<file path="src/rtl/af_output_packer.sv">
// Output end of the af_cluster stream: requantizes each activation to an unsigned lane,
// packs ELEMS_PER_WORD lanes per word and hands words downstream, with partial-word flush.
module af_output_packer #(
    parameter int unsigned DATA_BITWIDTH  = 20,
    parameter int unsigned OUT_BITWIDTH   = 8,
    parameter int unsigned ELEMS_PER_WORD = 4
) (
    input  logic                                   clk_i,
    input  logic                                   rst_i,
    input  logic [$clog2(DATA_BITWIDTH):0]         shift_i,
    input  logic                                   flush_i,
    input  logic [DATA_BITWIDTH-1:0]               data_i,
    input  logic                                   enable_i,
    output logic                                   ready_o,
    output logic [OUT_BITWIDTH*ELEMS_PER_WORD-1:0] data_o,
    output logic [$clog2(ELEMS_PER_WORD):0]        lanes_o,
    output logic                                   enable_o,
    input  logic                                   ready_i
);

    localparam int unsigned SW = $clog2(DATA_BITWIDTH) + 1;
    localparam int unsigned CW = $clog2(ELEMS_PER_WORD);
    localparam int unsigned LW = CW + 1;
    localparam int unsigned WW = OUT_BITWIDTH * ELEMS_PER_WORD;
    localparam logic [CW-1:0] LAST_LANE = CW'(ELEMS_PER_WORD - 1);
    localparam logic [DATA_BITWIDTH:0] ONE = 1;

    typedef enum logic {
        OUT_EMPTY,
        OUT_HOLD
    } out_state_t;

    out_state_t                  out_state;
    logic [CW-1:0]               fill_cnt;
    logic [WW-1:0]               fill_reg;
    logic                        flush_pending;

    logic [OUT_BITWIDTH-1:0]     lane_val;
    logic [WW-1:0]               merged;
    logic [LW-1:0]               lanes_next;
    logic                        in_fire;
    logic                        out_free;
    logic                        word_done;
    logic                        flush_act;
    logic                        emit_partial;

    // Round-half-up, shift right, clamp; negatives and oversize shifts give zero.
    function automatic logic [OUT_BITWIDTH-1:0] requant(
        input logic [DATA_BITWIDTH-1:0] x,
        input logic [SW-1:0]            s
    );
        logic [DATA_BITWIDTH:0]  rnd;
        logic [DATA_BITWIDTH:0]  sum;
        logic [DATA_BITWIDTH:0]  r;
        logic [OUT_BITWIDTH-1:0] q;
        rnd = '0;
        sum = '0;
        r   = '0;
        q   = '0;
        if (!x[DATA_BITWIDTH-1] && (s < SW'(DATA_BITWIDTH))) begin
            if (s != '0) begin
                rnd = ONE << (s - SW'(1));
            end
            sum = {1'b0, x} + rnd;
            r   = sum >> s;
            q   = (|r[DATA_BITWIDTH:OUT_BITWIDTH]) ? '1 : r[OUT_BITWIDTH-1:0];
        end
        return q;
    endfunction

    assign enable_o = (out_state == OUT_HOLD);
    assign out_free = !enable_o || ready_i;
    assign ready_o  = !flush_pending && ((fill_cnt != LAST_LANE) || out_free);
    assign in_fire  = enable_i && ready_o;
    assign lane_val = requant(data_i, shift_i);

    assign word_done    = in_fire && (fill_cnt == LAST_LANE);
    // A flush that coincides with word completion has nothing left to emit.
    assign flush_act    = flush_i && !flush_pending && !word_done &&
                          ((fill_cnt != '0) || in_fire);
    assign emit_partial = (flush_act || flush_pending) && out_free;
    assign lanes_next   = LW'(fill_cnt) + LW'(in_fire);

    always_comb begin
        merged = fill_reg;
        for (int unsigned l = 0; l < ELEMS_PER_WORD; l++) begin
            if (in_fire && (fill_cnt == CW'(l))) begin
                merged[l*OUT_BITWIDTH +: OUT_BITWIDTH] = lane_val;
            end
        end
    end

    always_ff @(posedge clk_i or posedge rst_i) begin
        if (rst_i) begin
            out_state     <= OUT_EMPTY;
            data_o        <= '0;
            lanes_o       <= '0;
            fill_cnt      <= '0;
            fill_reg      <= '0;
            flush_pending <= 1'b0;
        end else if (word_done || emit_partial) begin
            // Fill register is cleared on every move so unused lanes of a flushed word read 0.
            out_state     <= OUT_HOLD;
            data_o        <= merged;
            lanes_o       <= word_done ? LW'(ELEMS_PER_WORD) : lanes_next;
            fill_cnt      <= '0;
            fill_reg      <= '0;
            flush_pending <= 1'b0;
        end else begin
            if ((out_state == OUT_HOLD) && ready_i) begin
                out_state <= OUT_EMPTY;
            end
            if (in_fire) begin
                fill_reg <= merged;
                fill_cnt <= fill_cnt + CW'(1);
            end
            if (flush_act) begin
                flush_pending <= 1'b1;
            end
        end
    end

endmodule

</file>
<file path="config.mk">
export PLATFORM = sky130hd
export DESIGN_NAME = af_output_packer
export DESIGN_NICKNAME = d
export VERILOG_FILES = /design/src/rtl/af_output_packer.sv
export SDC_FILE = /design/constraint.sdc
export NUM_CORES = 1
export LEC_CHECK = 0
export BUFFER_PORTS_ARGS = -buffer_cell sky130_fd_sc_hd__buf_4
export CORE_MARGIN = 10
export CORE_UTILIZATION = 25
export DETAILED_ROUTE_END_ITERATION = 8
export SYNTH_ARGS = -nofsm -noshare
export SYNTH_HDL_FRONTEND = slang
export SYNTH_SLANG_ARGS = --single-unit
</file>
<file path="constraint.sdc">
create_clock -name clk_i -period 5.95 [get_ports clk_i]
set_input_delay 0.8925 -clock clk_i [delete_from_list [all_inputs] [get_ports clk_i]]
set_output_delay 0.8925 -clock clk_i [all_outputs]
set_load 0.005 [all_outputs]
</file>
# Word level (Yosys, flattened, before mapping)

Index checks and enable logic that the tools add are counted.

Add/sub/neg operators: 4
Mux-type cells: 17
Order comparisons: 1
Shift operators: 2
Reduce and logical (&&, ||, !) cells: 28
Equality and inequality tests: 4

Operator list:

| kind                   | count |
|---|---|
| $mux W32               | 2 |
| $mux W8                | 6 |
| $mux W21               | 2 |
| $add A20 B21 Y21       | 1 |
| $shl A1 B6 Y21 const A | 1 |
| $shr A21 B6 Y21        | 1 |
| $reduce_or A13 Y1      | 1 |
| $logic_and A1 B1 Y1    | 12 |
| $reduce_bool A2 Y1     | 4 |
| $lt A6 B5 Y1 const B   | 1 |
| $reduce_bool A6 Y1     | 1 |
| $sub A6 B1 Y6 const B  | 1 |
| $logic_or A1 B1 Y1     | 5 |
| $eq A2 B2 Y1 const B   | 2 |
| $logic_not A1 Y1       | 4 |
| $mux W1                | 4 |
| $mux W2                | 2 |
| $add A2 B1 Y3          | 1 |
| $mux W3                | 1 |
| $add A2 B1 Y2 const B  | 1 |
| $eq A2 B1 Y1 const B   | 1 |
| $logic_not A2 Y1       | 1 |
| $ne A2 B2 Y1 const B   | 1 |

Register bits after elaboration: 71
Input bits: 31

# Logic depth before layout (Yosys ltp)

Gate-level depths: netlist of the first run.

Depth in word-level cells: 13
Depth in mapped cells: 20
Mapped depth without buffers: 17

# Worst setup path after synthesis of the first run

Ideal clock, no wire load.

Path type: input-to-reg
From: in shift_i[1]
To: reg data_o[6]
Library setup time: 0.142 ns
Arrival: 5.205 ns
Stages on the path: 18
Buffers on the path: 4
Slack: 0.603 ns
Cells stage by stage: clkbuf_1 -> inv_1 -> buf_1 -> nand2_1 -> clkbuf_1 -> nor2_1 -> ha_1 -> buf_2 -> nand4_1 -> or4_1 -> nand4b_1 -> mux2_2 -> a222oi_1 -> and3_1 -> o2111a_2 -> a21oi_4 -> a211oi_4 -> o221ai_1

Longest elaborated chain between the ends: 10

RTL lines:

| what                   | RTL line | source |
|---|---|---|
| start: declaration     | 10       | `input logic [$clog2(DATA_BITWIDTH):0] shift_i,` |
| $sub A6 B1 Y6          | 62       | `rnd = ONE << (s - SW'(1));` |
| $shl A1 B6 Y21         | 62       |  |
| $mux W21               | 61       | `if (s != '0) begin` |
| $mux W21               | 60       | `if (!x[DATA_BITWIDTH-1] && (s < SW'(DATA_BITWIDTH))) begin` |
| $add A20 B21 Y21       | 64       | `sum = {1'b0, x} + rnd;` |
| $shr A21 B6 Y21        | 65       | `r = sum >> s;` |
| $reduce_or A13 Y1      | 66       | `q = (\|r[DATA_BITWIDTH:OUT_BITWIDTH]) ? '1 : r[OUT_BITWIDTH-1:0];` |
| $mux W8                | 66       |  |
| $mux W8 *              | 60       |  |
| $mux W8 *              | 87       | `if (in_fire && (fill_cnt == CW'(l))) begin` |
| end signal: assignment | 104      | `data_o <= merged;` |
| end: declaration       | 15       | `output logic [OUT_BITWIDTH*ELEMS_PER_WORD-1:0] data_o,` |

Mark *: on every way between the ends. The rest lies on a longest branch, timed or not. The select of a mux whose other input is x is not followed.
A chain may end at the register's enable or synchronous reset.

# Worst setup path in the final report of the first run

From: in shift_i[1]
To: reg data_o[12]

Same word-level chain as after synthesis.

==> results of run 1 <==
[worst register-to-register path: stages, from the launching register on]
cell and delay [ns]:
dfrtp_1 0.45, ha_1 0.39, nand2b_1 0.17, o21ai_0 0.09, a21oi_1 0.21, nor2_1 0.06, buf_4 0.21, a21oi_4 0.55
buf_4 0.47, nand3_1 0.37, o22ai_1 0.28
[Yosys cell counts, types with 13 or more instances]
library cell,n,area share (%)
nand2_1,98,6.8
dfrtp_1,71,33
nor2_1,58,4.0
a21oi_1,44,4.1
o22ai_1,30,3.5
o21ai_0,28,2.6
ha_1,26,6.0
clkbuf_1,25,1.7
o221ai_1,23,3.7
inv_1,15,1.0
a211oi_1,14,1.9
and2_1,13,1.5
xnor2_1,13,2.1
[stage by stage]
stage | area (µm²) | setup slack, ns | instances | power, W
after global placement | 6260 | 0.308 | 954 | 0.00108
after detailed placement | 6260 | 0.383 | 954 | 0.00108
after global routing | 6570 | 0.273 | 970 | 0.00171
final | 6570 | 0.644 | 970 | 0.00161
after floorplan | 5430 | 0.603 | 631 | 0.000885
after CTS | 6570 | 0.713 | 970 | 0.00162
[power breakdown]
group | internal (W) | leakage [nW] | switching (W)
clock network | 0.000328 | 0.139 | 0.000213
logic | 0.000186 | 1.68 | 0.000318
registers | 0.000532 | 0.981 | 0.0000352
[metal layers]
layer  GRT usage [%]  vias to the layer above
met4            3.18                        0
met3            2.06                       26
met1            16.1                     2445
li1                -                     2475
met5               0                        -
met2            18.3                      192
[cell families (layout without fill, tap and decap cells)]
| kind of cell | count (synthesis) | in the layout |
|---|---|---|
| AND/OR/NAND/NOR | 220 | 220 |
| AO/OA/AOI/OAI | 214 | 214 |
| flip-flops | 71 | 71 |
| buffers and inverters | 53 | 117 |
| adder cells (fa/ha/maj) | 27 | 27 |
| multiplexers | 24 | 24 |
| XOR/XNOR | 22 | 22 |
[cell type report]
cell class	instances	share of cell area, %
clock buffers	9	3.43
flip-flops and latches	71	27.1
multi-input cells	507	52.4
clock inverters	7	1.20
well taps	275	5.24
inverters	16	0.914
repair buffers	85	9.72
[worst max path at each step]
stage	cells past startpoint	slack [ns]	from	end
after floorplan	18	0.60	shift_i[1]	data_o[6]
after global placement	16	0.31	shift_i[1]	data_o[12]
after detailed placement	16	0.38	shift_i[1]	data_o[12]
after CTS	16	0.71	shift_i[1]	data_o[12]
after global routing	17	0.27	shift_i[1]	data_o[4]
final	16	0.64	shift_i[1]	data_o[12]
==> summary.md, run 1 <==
| Metric | Value |
|---|---|
| Die area | 28000 µm² |
| Reg2reg start | fill_cnt[0] |
| Sum of buffers and inverters on the critical path | 3 |
| CP endpoint kind | register |
| Commonest non-fill, non-tap cells in the layout | 98 x nand2_1, 85 x buf_4, 71 x dfrtp_1 |
| Gpl congestion | 0.900 |
| Die Span Y | 167 µm |
| Die Width | 167 µm |
| IO Count | 68 |
| Met2 routed WL | 7650 µm |
| WP data required | 6.13 ns |
| Commonest non-fill, non-tap cell in the layout | nand2_1 |
| Clk sink count | 71 |
| Count of final setup violators | 0 |
| Vias/cell | 5.30 |
| Critical path peak fanout | 20 |
| Clock Root Buffer | clkbuf_16 |
| Period Utilization, post-route | 89.2% |
| Latest clock arrival within the worst-skew pair | 0.33 ns |
| CTS Buf Count | 9 |
| Fin nets | 748 |
| Met1 wire length | 7870 µm |
| Cell mode on critical path | buf_4 |
| Seq/Total Area, Yosys | 32.7% |
| Detailed router's first-iteration violation count | 421 |
| Largest net degree at the start of global routing | 72 |
| Hold Crit Class | register to register |
| Critical-path top delay cell | or4_1 |
| First-pass GRT wire length | 27800 µm |
| Routed len/inst | 17.3 µm |
| Number of fill cells | 2266 |
| Max_slew headroom | 42.1% |
| FF-to-FF End | fill_reg[8] |
| Number of vias after detailed routing | 5138 |
| Simple-Gate Fraction of Synth Area | 18.4% |
| Setup TNS | 0 ns |
| Hold_sp | fill_reg[27] |
| GRT overflow | 0 |
| Clock tree buffer depth | 2 |
| RSZ-0062 raised after global routing | no |
| Post-synthesis mux area share | 5.76% |
| Clk slew on worst S/H paths | 0.06 ns |
| Initial core utilization | 25.6% |
| Core ar. | 21200 µm² |
| Finished Core Util | 30.9% |
| Max-Cap Viols | 0 |
| Initial antenna violation count | 0 |
| Worst slew pin tran | 0.869 ns |
| All-Layer GR Usage | 11.7% |
| Ys flop type | dfrtp_1 |
| Multi-input gate area | 3440 µm² |
| Worst Setup Start Kind | input port |
| Status | completed |
| Largest family of logic cells by synthesized area | compound AO/OA/AOI/OAI gates |
| Fmax | 188 MHz |
| Post-CTS sizing | 0 |
| Row count | 53 |
| Worst path max stage delay | 0.59 ns |
| Layout cells sized above 1 | 20.9% |
| DRC viols | 0 |
| Port Buffers | 67 |
| HPWL after DPL | 12700 µm |
| Total power density per cell area | 245 nW/µm² |
| Post-synthesis register bit count | 71 |
| Count of cell types in the netlist | 78 |
| Worst EP arrival | 5.48 ns |
| Routed Antenna Nets | 0 |
| Crit Path Class | input port to register |
| Top Layer Used | met4 |
| Layout area overhead | 20.9% |
| FF+latch area | 1780 µm² |
| Worst path top cell family by delay | simple AND/OR/NAND/NOR gates |
| Yosys warnings | 0 |
| Mean area per synthesized cell | 8.61 µm² |
| Vias in the first global route | 5155 |
| Min Clock Period, post-route | 5.31 ns |
| Peak supply drop | 0.148 mV |
| Final hold vios | 0 |
| Synth Area in Adders | 6.36% |
| Setup Skew | 0.00593 ns |
| Syn_nets | 689 |
| WL met3 | 986 µm |
| Netlist Area Pre-Place | 5430 µm² |
| Synth Area in XOR/XNOR | 3.55% |
| Reg2reg setup slack | 2.62 ns |
| Final hold slack | 0.486 ns |
| Number of flops mapped to enable cells by yosys | 0 |
| Ys async rst share | 100% |
| Hold Path Sink | fill_reg[27] |
| Post-synthesis instance total | 631 |
| H-tree depth | 3 |
| WHS Path Cells | 1 |
| Post-cts hold buffer count | 0 |
| Reg2Reg Depth | 10 |
| N_diodes | 0 |
| Final Max Tran Viols | 0 |
| Crit-path cells | buf_4, inv_1, nand2_1, nor2_1, ha_1, nand4_1, or4_1, nand4b_1, mux2_2, a222oi_1, buf_4, and3_1, o2111a_2, a21oi_4, a211oi_4, o221ai_1 |
| Final WL | 16800 µm |
| Drt first pass iters | 5 |
| Leak Pwr | 2.80 nW |
| # Post-CTS Setup Buffers | 0 |
| Synth Area in Compound Gates | 29.1% |
| CTS tree | built |
(Power assumes the default switching activity.)
==> inputs of run 2 (changes only) <==
--- a/config.mk
+++ b/config.mk
@@ -9,6 +9,7 @@
 export CORE_MARGIN = 10
 export CORE_UTILIZATION = 25
 export DETAILED_ROUTE_END_ITERATION = 8
+export PLACE_DENSITY = 0.44
 export SYNTH_ARGS = -nofsm -noshare
 export SYNTH_HDL_FRONTEND = slang
 export SYNTH_SLANG_ARGS = --single-unit
==> run 2 against run 1 <==
Effect of this change:
- critical path depth rose by 2
- critical path type unchanged
- combinational power rose by 3%
- global-route usage rose by 1.1 points
- die area did not move
- routed wire length rose by 10%
- flip-flop and latch count did not move
- largest power group unchanged
- worst hold slack got worse by 0.0061 ns
==> summary.md, run 2 (synthesized netlist as in run 1, its figures left out) <==
| Metric | Value |
|---|---|
| Final WL | 18500 µm (was 16800 µm) |
| Core ar. | 21200 µm² (unchanged) |
| Internal power | 0.00108 W (was 0.00105 W) |
| CTS Buf Count | 9 (unchanged) |
| Final Cell Area | 6670 µm² (was 6570 µm²) |
| Initial core utilization | 25.6% (unchanged) |
| Placed cell count | 964 (was 954) |
| RSZ-0062 raised after global routing | no (unchanged) |
| Max-Cap Viols | 0 (unchanged) |
| H-tree depth | 3 (unchanged) |
| Worst Setup Start Kind | input port (unchanged) |
| GRT overflow | 0 (unchanged) |
| # Post-CTS Setup Buffers | 0 (unchanged) |
| Die Width | 167 µm (unchanged) |
| Detailed router's first-iteration violation count | 331 (was 421) |
| Worst slew pin tran | 0.892 ns (was 0.869 ns) |
| Max_slew headroom | 40.6% (was 42.1%) |
| Net Switching | 0.000560 W (was 0.000566 W) |
| Clk pwr share | 33.8% (was 33.6%) |
| Period Utilization, post-route | 93.2% (was 89.2%) |
| CP endpoint kind | register (unchanged) |
| Row count | 53 (unchanged) |
| CP Launch Point | shift_i[4] (was shift_i[1]) |
| DRC viols | 0 (unchanged) |
| Peak supply drop | 0.158 mV (was 0.148 mV) |
| Commonest non-fill, non-tap cells in the layout | 98 x nand2_1, 94 x buf_4, 71 x dfrtp_1 (was 98 x nand2_1, 85 x buf_4, 71 x dfrtp_1) |
| Placed inst area | 6350 µm² (was 6260 µm²) |
| Reg2reg setup slack | 2.45 ns (was 2.62 ns) |
| Vias in the first global route | 5234 (was 5155) |
| Leak Pwr | 2.86 nW (was 2.80 nW) |
| Initial antenna violation count | 0 (unchanged) |
| Clk slew on worst S/H paths | 0.06 ns (about the same) |
| Fmax | 180 MHz (was 188 MHz) |
| Gpl congestion | 0.884 (was 0.900) |
| Die area | 28000 µm² (unchanged) |
| Final Max Tran Viols | 0 (unchanged) |
| Port Buffers | 67 (unchanged) |
| Fin nets | 758 (was 748) |
| Largest net degree at the start of global routing | 72 (unchanged) |
| Routed len/inst | 18.9 µm (was 17.3 µm) |
| Switching portion of total power | 34.1% (was 35.1%) |
| Clock tree buffer depth | 2 (unchanged) |
| Flop pwr share | 34.4% (was 35.2%) |
| Clk sink count | 71 (unchanged) |
| Reg2Reg Depth | 9 (was 10) |
| Layout cells sized above 1 | 22.0% (was 20.9%) |
| Post-cts hold buffer count | 0 (unchanged) |
| Commonest non-fill, non-tap cell in the layout | nand2_1 (unchanged) |
| Critical path peak fanout | 7 (was 20) |
| Finished Core Util | 31.4% (was 30.9%) |
| Drt first pass iters | 5 (unchanged) |
| Setup Skew | 0.00765 ns (was 0.00593 ns) |
| IO Count | 68 (unchanged) |
| Combinational share of power | 31.8% (was 31.2%) |
| CTS tree | built (unchanged) |
| First-pass GRT wire length | 29800 µm (was 27800 µm) |
| All-Layer GR Usage | 12.8% (was 11.7%) |
| WP data required | 6.12 ns (was 6.13 ns) |
| Post-route insts no fill | 980 (was 970) |
| Min Clock Period, post-route | 5.54 ns (was 5.31 ns) |
| Post-CTS sizing | 0 (unchanged) |
| Routed Antenna Nets | 0 (unchanged) |
| Die Span Y | 167 µm (unchanged) |
| Final hold vios | 0 (unchanged) |
| Worst EP arrival | 5.72 ns (was 5.48 ns) |
| Latest clock arrival within the worst-skew pair | 0.32 ns (was 0.33 ns) |
| Hold Crit Class | register to register (unchanged) |
| Status | completed (unchanged) |
| Count of final setup violators | 0 (unchanged) |
| Place WS | 0.0988 ns (was 0.383 ns) |
| Vias/cell | 5.33 (was 5.30) |
| Setup TNS | 0 ns (unchanged) |
| Critical Path End | data_o[6] (was data_o[12]) |
| Setup WS post-layout | 0.407 ns (was 0.644 ns) |
| Clock Root Buffer | clkbuf_16 (unchanged) |
| Crit Path Class | input port to register (unchanged) |
| Number of vias after detailed routing | 5227 (was 5138) |
| FF-to-FF End | data_o[18] (was fill_reg[8]) |
| Layout area overhead | 22.7% (was 20.9%) |
| Reg2reg start | fill_cnt[0] (unchanged) |
| HPWL after DPL | 14000 µm (was 12700 µm) |
| Total power density per cell area | 246 nW/µm² (was 245 nW/µm²) |
| N_diodes | 0 (unchanged) |
==> run 2: cell count changes in the layout (fill, tap and decap cells not counted), sizes merged <==
cell	previous run	this run
buf	85	95
clkbuf	9	12
clkinvlp	3	1
inv	19	17
clkinv	0	1
==> run 2: layer usage <==
metal | share of wire, % | track usage (%) | up-vias
met4 | 0.72 | 2.08 | 0
met2 | 46 | 20.4 | 159
met3 | 5.1 | 2.18 | 10
met1 | 48 | 18.0 | 2560
met5 | 0 | 0 | -
li1 | - | - | 2498
==> run 2: power groups by stage <==
stage	Clock (W)	Sequential [W]	Combinational, W
after floorplan	0	0.000568	0.000317
after detailed placement	0	0.000575	0.000520
after global placement	0	0.000573	0.000521
final	0.000555	0.000565	0.000521
after CTS	0.000564	0.000566	0.000523
after global routing	0.000584	0.000572	0.000576
==> run 2: cell type report <==
class	count	area (µm²)
Multi-Input combinational cell	507	3440
Timing Repair Buffer	95	726
Fill cell	2260	14600
Clock inverter	4	51.3
Inverter	16	60.1
Clock buffer	12	267
Tap cell	275	344
Sequential cell	71	1780
==> run 2: critical path, stage by stage <==
cell and delay, ns:
buf_4 0.14, nor2_1 0.30, nand3_1 0.21, nor2_1 0.14, ha_1 0.20, inv_1 0.06
fa_1 0.40, nand2b_1 0.18, a211oi_1 0.54, o2111ai_1 0.22, o211ai_2 0.15, xor2_1 0.19
mux4_2 0.52, a2111oi_1 0.53, o2111a_2 0.30, a21oi_4 0.14, a211oi_4 0.41, o221ai_1 0.18
==> run 2: worst min-delay path by stage <==
stage,start,to,cells past startpoint
after detailed placement,fill_reg[26],fill_reg[26],1
after floorplan,fill_reg[24],fill_reg[24],1
after global routing,data_o[10],data_o[10],2
final,fill_reg[24],fill_reg[24],1
after global placement,fill_reg[27],fill_reg[27],1
after CTS,fill_reg[26],fill_reg[26],1
==> run 2: through the flow <==
stage               hold slack (ns)  power (W)
floorplan                     0.447   0.000885
global placement              0.463    0.00109
detailed placement            0.468    0.00109
CTS                           0.485    0.00165
global route                  0.500    0.00173
finish                        0.480    0.00164
